## config.mk

```make
export PLATFORM = sky130hd
export DESIGN_NAME = wave_capture
export DESIGN_NICKNAME = d
export VERILOG_FILES = /design/src/rtl/wave_pkg.sv /design/src/rtl/wave_trigger.sv /design/src/rtl/wave_capture.sv
export SDC_FILE = /design/constraint.sdc
export NUM_CORES = 1
export LEC_CHECK = 0
export ABC_AREA = 0
export BUFFER_PORTS_ARGS = -buffer_cell sky130_fd_sc_hd__buf_2
export CAP_MARGIN = 0
export CORE_ASPECT_RATIO = 1.1
export CORE_MARGIN = 5
export CORE_UTILIZATION = 25
export CTS_CLUSTER_SIZE = 8
export DETAILED_ROUTE_END_ITERATION = 6
export GPL_ROUTABILITY_DRIVEN = 0
export PLACE_DENSITY_LB_ADDON = 0.2
export SKIP_CTS_REPAIR_TIMING = 1
export SYNTH_ARGS = -nofsm -noshare
export SYNTH_HDL_FRONTEND = slang
export SYNTH_SLANG_ARGS = --single-unit
```

## constraint.sdc

```tcl
create_clock -name clk -period 2.95 [get_ports clk]
set_clock_uncertainty 0.15 [all_clocks]
set_input_delay 0.4425 -clock clk [delete_from_list [all_inputs] [get_ports clk]]
set_output_delay 0.4425 -clock clk [all_outputs]
set_load 0.05 [all_outputs]
```

## src/rtl/wave_pkg.sv

```systemverilog
// rtl/wave_pkg.sv - shared types, widths and sample conversion for the waveform capture/display path
package wave_pkg;

    localparam int WAVE_ADDR_W   = 9;
    localparam int WAVE_IDX_W    = 8;
    localparam int WAVE_SAMPLE_W = 8;

    // Capture state encoding, kept as plain constants for older consumers.
    typedef logic [1:0] wave_state_t;
    localparam wave_state_t ST_ARMED  = 2'd0;
    localparam wave_state_t ST_ACTIVE = 2'd1;
    localparam wave_state_t ST_WAIT   = 2'd2;

    // Signed 16-bit sample to 8-bit offset-binary: flipping the sign bit
    // maps -32768..32767 onto 0..255 using the top byte.
    function automatic logic [WAVE_SAMPLE_W-1:0] to_wave_u8(input logic [15:0] s);
        return {~s[15], s[14:8]};
    endfunction

endpackage

```

## src/rtl/wave_trigger.sv

```systemverilog
// rtl/wave_trigger.sv - positive zero-crossing detector with optional armed timeout (TRIGGER_TIMEOUT_EN)
// Ports:
//   clk, reset      clock, asynchronous active-low reset
//   strobe          new sample valid this cycle
//   sample_sign     sign bit of the new sample
//   armed           capture FSM is waiting for a trigger
//   trigger         single-cycle trigger pulse, only while armed
module wave_trigger #(
    parameter int TIMEOUT_SAMPLES = 1024
) (
    input  logic clk,
    input  logic reset,
    input  logic strobe,
    input  logic sample_sign,
    input  logic armed,
    output logic trigger
);

    // Only the sign of the previous sample takes part in crossing detection,
    // so that is all that is kept. Updated on every strobe in every state.
    logic prev_neg;
    logic crossing;

    always_ff @(posedge clk or negedge reset) begin
        if (!reset) begin
            prev_neg <= 1'b0;
        end else if (strobe) begin
            prev_neg <= sample_sign;
        end
    end

    // Negative -> non-negative; zero counts as non-negative.
    assign crossing = strobe & prev_neg & ~sample_sign;

`ifdef TRIGGER_TIMEOUT_EN
    localparam int CNT_W = $clog2(TIMEOUT_SAMPLES + 1);

    logic [CNT_W-1:0] armed_cnt;
    logic             timeout;

    // Fires on the TIMEOUT_SAMPLES-th strobe seen while armed.
    assign timeout = strobe & (armed_cnt == CNT_W'(TIMEOUT_SAMPLES - 1));

    always_ff @(posedge clk or negedge reset) begin
        if (!reset) begin
            armed_cnt <= '0;
        end else if (!armed) begin
            armed_cnt <= '0;
        end else if (strobe) begin
            armed_cnt <= (crossing | timeout) ? '0 : armed_cnt + CNT_W'(1);
        end
    end

    assign trigger = armed & (crossing | timeout);
`else
    localparam int unused_timeout_samples = TIMEOUT_SAMPLES;

    assign trigger = armed & crossing;
`endif

endmodule

```

## src/rtl/wave_capture.sv

```systemverilog
// rtl/wave_capture.sv - triggered 256-sample capture into the hidden half of the waveform display RAM
// Ports:
//   clk, reset          clock, asynchronous active-low reset
//   new_sample_ready    one-cycle strobe qualifying new_sample_in
//   new_sample_in       signed 16-bit audio sample
//   wave_display_idle   display is not scanning; safe to swap halves
//   write_address       RAM write address {~read_index, index}
//   write_enable        one-cycle RAM write strobe
//   write_sample        offset-binary 8-bit sample
//   read_index          half shown by the display
// Optional build macro: TRIGGER_TIMEOUT_EN (forced trigger after TIMEOUT_SAMPLES armed strobes).
module wave_capture
    import wave_pkg::*;
#(
    parameter int DECIMATE        = 1,     // 1..16
    parameter int TIMEOUT_SAMPLES = 1024
) (
    input  logic                     clk,
    input  logic                     reset,
    input  logic                     new_sample_ready,
    input  logic [15:0]              new_sample_in,
    input  logic                     wave_display_idle,
    output logic [WAVE_ADDR_W-1:0]   write_address,
    output logic                     write_enable,
    output logic [WAVE_SAMPLE_W-1:0] write_sample,
    output logic                     read_index
);

    wave_state_t           state;
    logic [WAVE_IDX_W-1:0] index;
    logic [3:0]            dec_cnt;
    logic                  trigger;
    logic                  dec_last;
    logic                  unused_low_bits;

    // Only the top byte of a sample is stored.
    assign unused_low_bits = ^new_sample_in[7:0];

    wave_trigger #(
        .TIMEOUT_SAMPLES(TIMEOUT_SAMPLES)
    ) u_trigger (
        .clk        (clk),
        .reset      (reset),
        .strobe     (new_sample_ready),
        .sample_sign(new_sample_in[15]),
        .armed      (state == ST_ARMED),
        .trigger    (trigger)
    );

    assign dec_last = (dec_cnt == 4'(DECIMATE - 1));

    always_ff @(posedge clk or negedge reset) begin
        if (!reset) begin
            state         <= ST_ARMED;
            index         <= '0;
            dec_cnt       <= '0;
            read_index    <= 1'b0;
            write_enable  <= 1'b0;
            write_address <= '0;
            write_sample  <= '0;
        end else begin
            write_enable <= 1'b0;
            case (state)
                ST_ARMED: begin
                    // The triggering sample itself is stored at index 0.
                    if (trigger) begin
                        write_enable  <= 1'b1;
                        write_address <= {~read_index, {WAVE_IDX_W{1'b0}}};
                        write_sample  <= to_wave_u8(new_sample_in);
                        index         <= WAVE_IDX_W'(1);
                        dec_cnt       <= '0;
                        state         <= ST_ACTIVE;
                    end
                end
                ST_ACTIVE: begin
                    if (new_sample_ready) begin
                        if (dec_last) begin
                            dec_cnt       <= '0;
                            write_enable  <= 1'b1;
                            write_address <= {~read_index, index};
                            write_sample  <= to_wave_u8(new_sample_in);
                            index         <= index + WAVE_IDX_W'(1);
                            if (index == {WAVE_IDX_W{1'b1}}) begin
                                state <= ST_WAIT;
                            end
                        end else begin
                            dec_cnt <= dec_cnt + 4'd1;
                        end
                    end
                end
                ST_WAIT: begin
                    // Swap only while the display is idle so it never sees a torn half.
                    if (wave_display_idle) begin
                        read_index <= ~read_index;
                        state      <= ST_ARMED;
                    end
                end
                default: state <= ST_ARMED;
            endcase
        end
    end

endmodule

```

==> After elaboration in Yosys (flattened, before gate mapping) <==
Index checks and enable logic that the tools add are counted.
{ "word_totals": {"register_bits": 34} }
{ "classes": {"mux": 26, "bitwise_logic": 5, "eq_ne": 8, "add_sub_neg": 2, "n_reduce_logical": 7} }
{ "ops": {"columns": ["cell", "n"], "rows": [
  ["$mux W8", 6],
  ["$pmux W8 S2", 2],
  ["$mux W9", 3],
  ["$pmux W9 S2", 1],
  ["$mux W4", 3],
  ["$mux W2", 5],
  ["$ne A2 B2 Y1 const B", 5],
  ["$add A8 B1 Y8 const B", 1],
  ["$eq A8 B8 Y1 const B", 1],
  ["$pmux W4 S2", 1],
  ["$pmux W2 S3", 1],
  ["$reduce_and A5 Y1", 1],
  ["$add A4 B1 Y4 const B", 1],
  ["$logic_not A4 Y1", 1],
  ["$reduce_and A4 Y1", 1],
  ["$and A1 B1 Y1", 3],
  ["$mux W1", 3],
  ["$reduce_and A3 Y1", 1],
  ["$eq A2 B1 Y1 const B", 1],
  ["$eq A2 B2 Y1 const B", 1],
  ["$logic_not A2 Y1", 1],
  ["$not A1 Y1", 2],
  ["$pmux W1 S2", 1],
  ["$reduce_and A2 Y1", 1],
  ["$reduce_bool A2 Y1", 1]
]} }

==> Logic depth before layout (Yosys ltp) <==
{ "depth": {"word_depth": 5, "depth_mapped": 7} }

==> By module <==
Synthesis repeated with hierarchy kept, for this count alone.
{ "unflattened": {"cells_unflattened": 161, "hier_area_um2": 1585.3} }
{ "by_module_without_submodules": {"columns": ["mod", "n_inst", "area_each_um2", "cells_per_inst", "seq_area_each_um2"], "rows": [
  ["wave_capture", 1, 1535.2, 158, 825.8],
  ["wave_trigger", 1, 50.0, 3, 25.0]
]} }

==> Worst setup path after synthesis <==
OpenSTA, ideal clock, no wires.
{ "synth_path": {"path_type": "reg2reg", "start": "reg dec_cnt[0]", "end": "reg write_sample[0]", "arrival_time_ns": 1.719, "path_stages_with_launch": 8, "n_path_buf": 1, "path_slack_ns": 0.954, "path_cell_list": "dfrtp_1 inv_1 ha_1 or3b_1 buf_2 a2bb2oi_2 inv_2 mux2_1"} }
{ "synth_via": {"elab_chain_len": 3} }
{ "synth_rtl": {"columns": ["element", "line_no", "text"], "rows": [
  ["start, declared", "wave_capture.sv:31", "logic [3:0] dec_cnt;"],
  ["start signal, assigned", "wave_capture.sv:87", "dec_cnt <= dec_cnt + 4'd1;"],
  ["$logic_not A4 Y1", "wave_capture.sv:50", "assign dec_last = (dec_cnt == 4'(DECIMATE - 1));"],
  ["$ne A2 B2 Y1 (no line)", null, null],
  ["$reduce_and A4 Y1 (no line)", null, null],
  ["end signal, assigned", "wave_capture.sv:69", "write_sample <= to_wave_u8(new_sample_in);"],
  ["end signal, assigned", "wave_capture.sv:81", "write_sample <= to_wave_u8(new_sample_in);"],
  ["end, declared", "wave_capture.sv:25", "output logic [WAVE_SAMPLE_W-1:0] write_sample,"]
]} }
Every way passes these cells.
A chain may end at the register's enable or synchronous reset.

==> Worst setup path after layout <==
{ "layout_path": {"start": "reg dec_cnt[0]", "end": "reg write_sample[4]"} }
The elaborated chain is that of the path after synthesis.

==> impl_metrics.json <==
{
  "vias_per_cell": 4.81,
  "crit_type": "reg2reg",
  "dieArea_um2": 7780,
  "cts.root.buffer_cell": "clkbuf_8",
  "clkTransAtPathRegs_ns": 0.07,
  "io_pins": 39,
  "p_leak_nw": 0.907,
  "cpPeakStageDelay_ns": 0.52,
  "overflow": 0,
  "p_seq_share_pct": 36.0,
  "cts_buffer_depth": 2,
  "clock_sinks": 34,
  "r2r_cells": 6,
  "via_count": 1144,
  "worstPathArrival_ns": 2.21,
  "ir_worst_vdd_mv": 0.482,
  "relSlewSlack_pct": 48.3,
  "fmax_mhz": 457,
  "end_kind": "flip-flop",
  "rr_startpoint": "dec_cnt[0]",
  "timing.rr.end": "write_sample[4]",
  "switching_share_pct": 39.9,
  "required_ns": 2.97,
  "start_util_pct": 26.2,
  "antenna_found_initial": 0,
  "die_width_um": 84.6,
  "grt_start_max_net_pins": 35,
  "cts_buffers": 5,
  "yosys_warnings": 0,
  "slowest_stage": "or3b_1",
  "dp.cells": 230,
  "mappedNetlistArea_um2": 1530,
  "core_um2": 5840,
  "layoutNonFillerInstCount": 238,
  "setup_viol": 0,
  "fin_crit_sh_pct": 74.2,
  "cap_violations": 0,
  "syn_inst": 127,
  "grt_util_all_layers_pct": 9.39,
  "ys_types": 34,
  "nets": 183,
  "fin_util_pct": 32.6,
  "p_switching_uw": 779,
  "die-height_um": 92.0,
  "hold_viol": 0,
  "crit_buf_inv": 2,
  "area_growth_pct": 24.5,
  "holdCritPathClass": "in2async",
  "pre_cts_slack_ns": 0.755,
  "rrSetupSlack_ns": 0.76,
  "path_cells": "inv_1 > ha_1 > or3b_1 > a2bb2oi_2 > inv_2 > mux2_1",
  "power.internal_mw": 1.18,
  "ant_nets": 0,
  "drc": 0,
  "drive_above_1_share_pct": 28.0,
  "totalPowerFinal_mw": 1.96,
  "comb_power_share_pct": 36.4,
  "clock_power_share_pct": 27.6,
  "hpwl_um": 2380,
  "layout_commonest_cell": "dfrtp_1",
  "ys_ff_latch": 34,
  "grt_setup_unrepaired": "no",
  "cp_max_fo": 8,
  "fin_crit_ns": 2.19,
  "most-common-layout-cells": "34 x dfrtp_1, 30 x buf_2, 9 x a22o_1, 9 x o21ai_0",
  "first_iter_violations": 52,
  "syn_avg_cell_area_um2": 12.0,
  "port_buffers": 30,
  "setup_tns_ns": 0,
  "drtPass1Iterations": 4,
  "status": "finished clean",
  "post_drt_wl_per_cell_um": 14.1,
  "ys_seq_area_share_pct": 55.6,
  "powerDensity_nw_per_um2": 1030,
  "drt_wl_total_um": 3350,
  "cp-start-kind": "flip-flop",
  "worst_slack_ns": 0.761,
  "rows": 29,
  "maxSlewViolCount": 0,
  "diodes": 0,
  "grt_pass1_wl_um": 5910,
  "synth_nets": 150,
  "cts_max_level": 2,
  "first_global_vias": 1240,
  "clk_latency_ns": 0.29,
  "tritoncts": "built",
  "worst_slew_pin_slew_ns": 0.776,
  "critPathTopFamily": "simple AND/OR/NAND/NOR gates"
}
[registers in the layout, summed over array words and instances (netlist names)]
signal	count
dec_cnt	4
index	8
read_index	1
state	2
u_trigger.prev_neg	1
write_address	9
write_enable	1
write_sample	8
[final cells by class]
class | instances | area [um^2]
tap | 77 | 96.3
multi-input combinational | 78 | 618
sequential | 34 | 851
fill | 602 | 3940
inverter | 10 | 37.5
clock buffer | 6 | 82.6
timing repair buffer | 31 | 158
clock inverter | 2 | 60.1
[synth_stat cells, drive strengths merged]
cell / instances / share of area [%]
a22o: 9 / 5.2
a32o: 1 / 0.65
a21oi: 3 / 0.98
xnor2: 1 / 0.57
nor4: 4 / 1.6
a21o: 3 / 1.5
dfrtp: 34 / 56
nand4bb: 2 / 1.5
and4bb: 1 / 0.82
and3b: 1 / 0.57
or3b: 1 / 0.57
nor3: 2 / 0.65
nand4b: 1 / 0.57
nor2: 2 / 0.65
or4: 2 / 0.98
o31ai: 2 / 0.98
clkbuf: 2 / 0.49
ha: 3 / 2.5
mux2: 8 / 5.9
nand3b: 2 / 0.98
mux2i: 8 / 5.2
nand3: 5 / 1.6
a2bb2oi: 1 / 0.98
nand2: 3 / 0.74
nor2b: 1 / 0.41
a221oi: 1 / 0.57
or3: 1 / 0.41
o21ai: 9 / 2.9
inv: 10 / 2.5
nand4: 1 / 0.41
buf: 3 / 0.98
[power by group through the flow]
| stage | Clock (mW) | Combinational (mW) | Sequential (mW) |
|---|---|---|---|
| global route | 0.572 | 0.768 | 0.729 |
| detailed placement | 0 | 0.720 | 0.713 |
| global placement | 0 | 0.706 | 0.708 |
| finish | 0.540 | 0.711 | 0.704 |
| floorplan | 0 | 0.258 | 0.988 |
| CTS | 0.554 | 0.721 | 0.708 |
[stage by stage]
stage	instance area (um^2)	hold WS, ns
after floorplan	1530	-0.00309
after CTS	1900	0.115
after global routing	1900	0.163
after global placement	1760	0.316
after detailed placement	1760	0.321
final	1900	0.0733
[kinds of logic after synthesis]
family                   share of synthesized area [%]
AO/OA/AOI/OAI                                     13.7
XOR/XNOR                                         0.573
adder cells (fa/ha/maj)                           2.46
buffers and inverters                             3.93
flip-flops                                        55.6
multiplexers                                      11.1
AND/OR/NAND/NOR                                   12.5
[routing by layer]
layer,vias to the layer above,part of all wire [%],track usage [%]
met2,33,51,15.9
met3,2,6.8,2.69
li1,535,-,-
met1,574,43,11.1
met5,-,0,0
met4,0,0.12,3.96
[how the worst max path moves through the flow]
stage               start         endpoint  slack [ns]  depth (start not counted)
3_3_place_gp   dec_cnt[0]  write_sample[0]        0.82                          6
5_1_grt        dec_cnt[1]  write_sample[6]        0.65                          6
4_1_cts        dec_cnt[0]  write_sample[4]        0.74                          6
6_report       dec_cnt[0]  write_sample[4]        0.76                          6
3_5_place_dp   dec_cnt[0]  write_sample[4]        0.75                          6
2_1_floorplan  dec_cnt[0]  write_sample[0]        0.95                          7
Note: power is estimated with default switching activity, not from simulation.
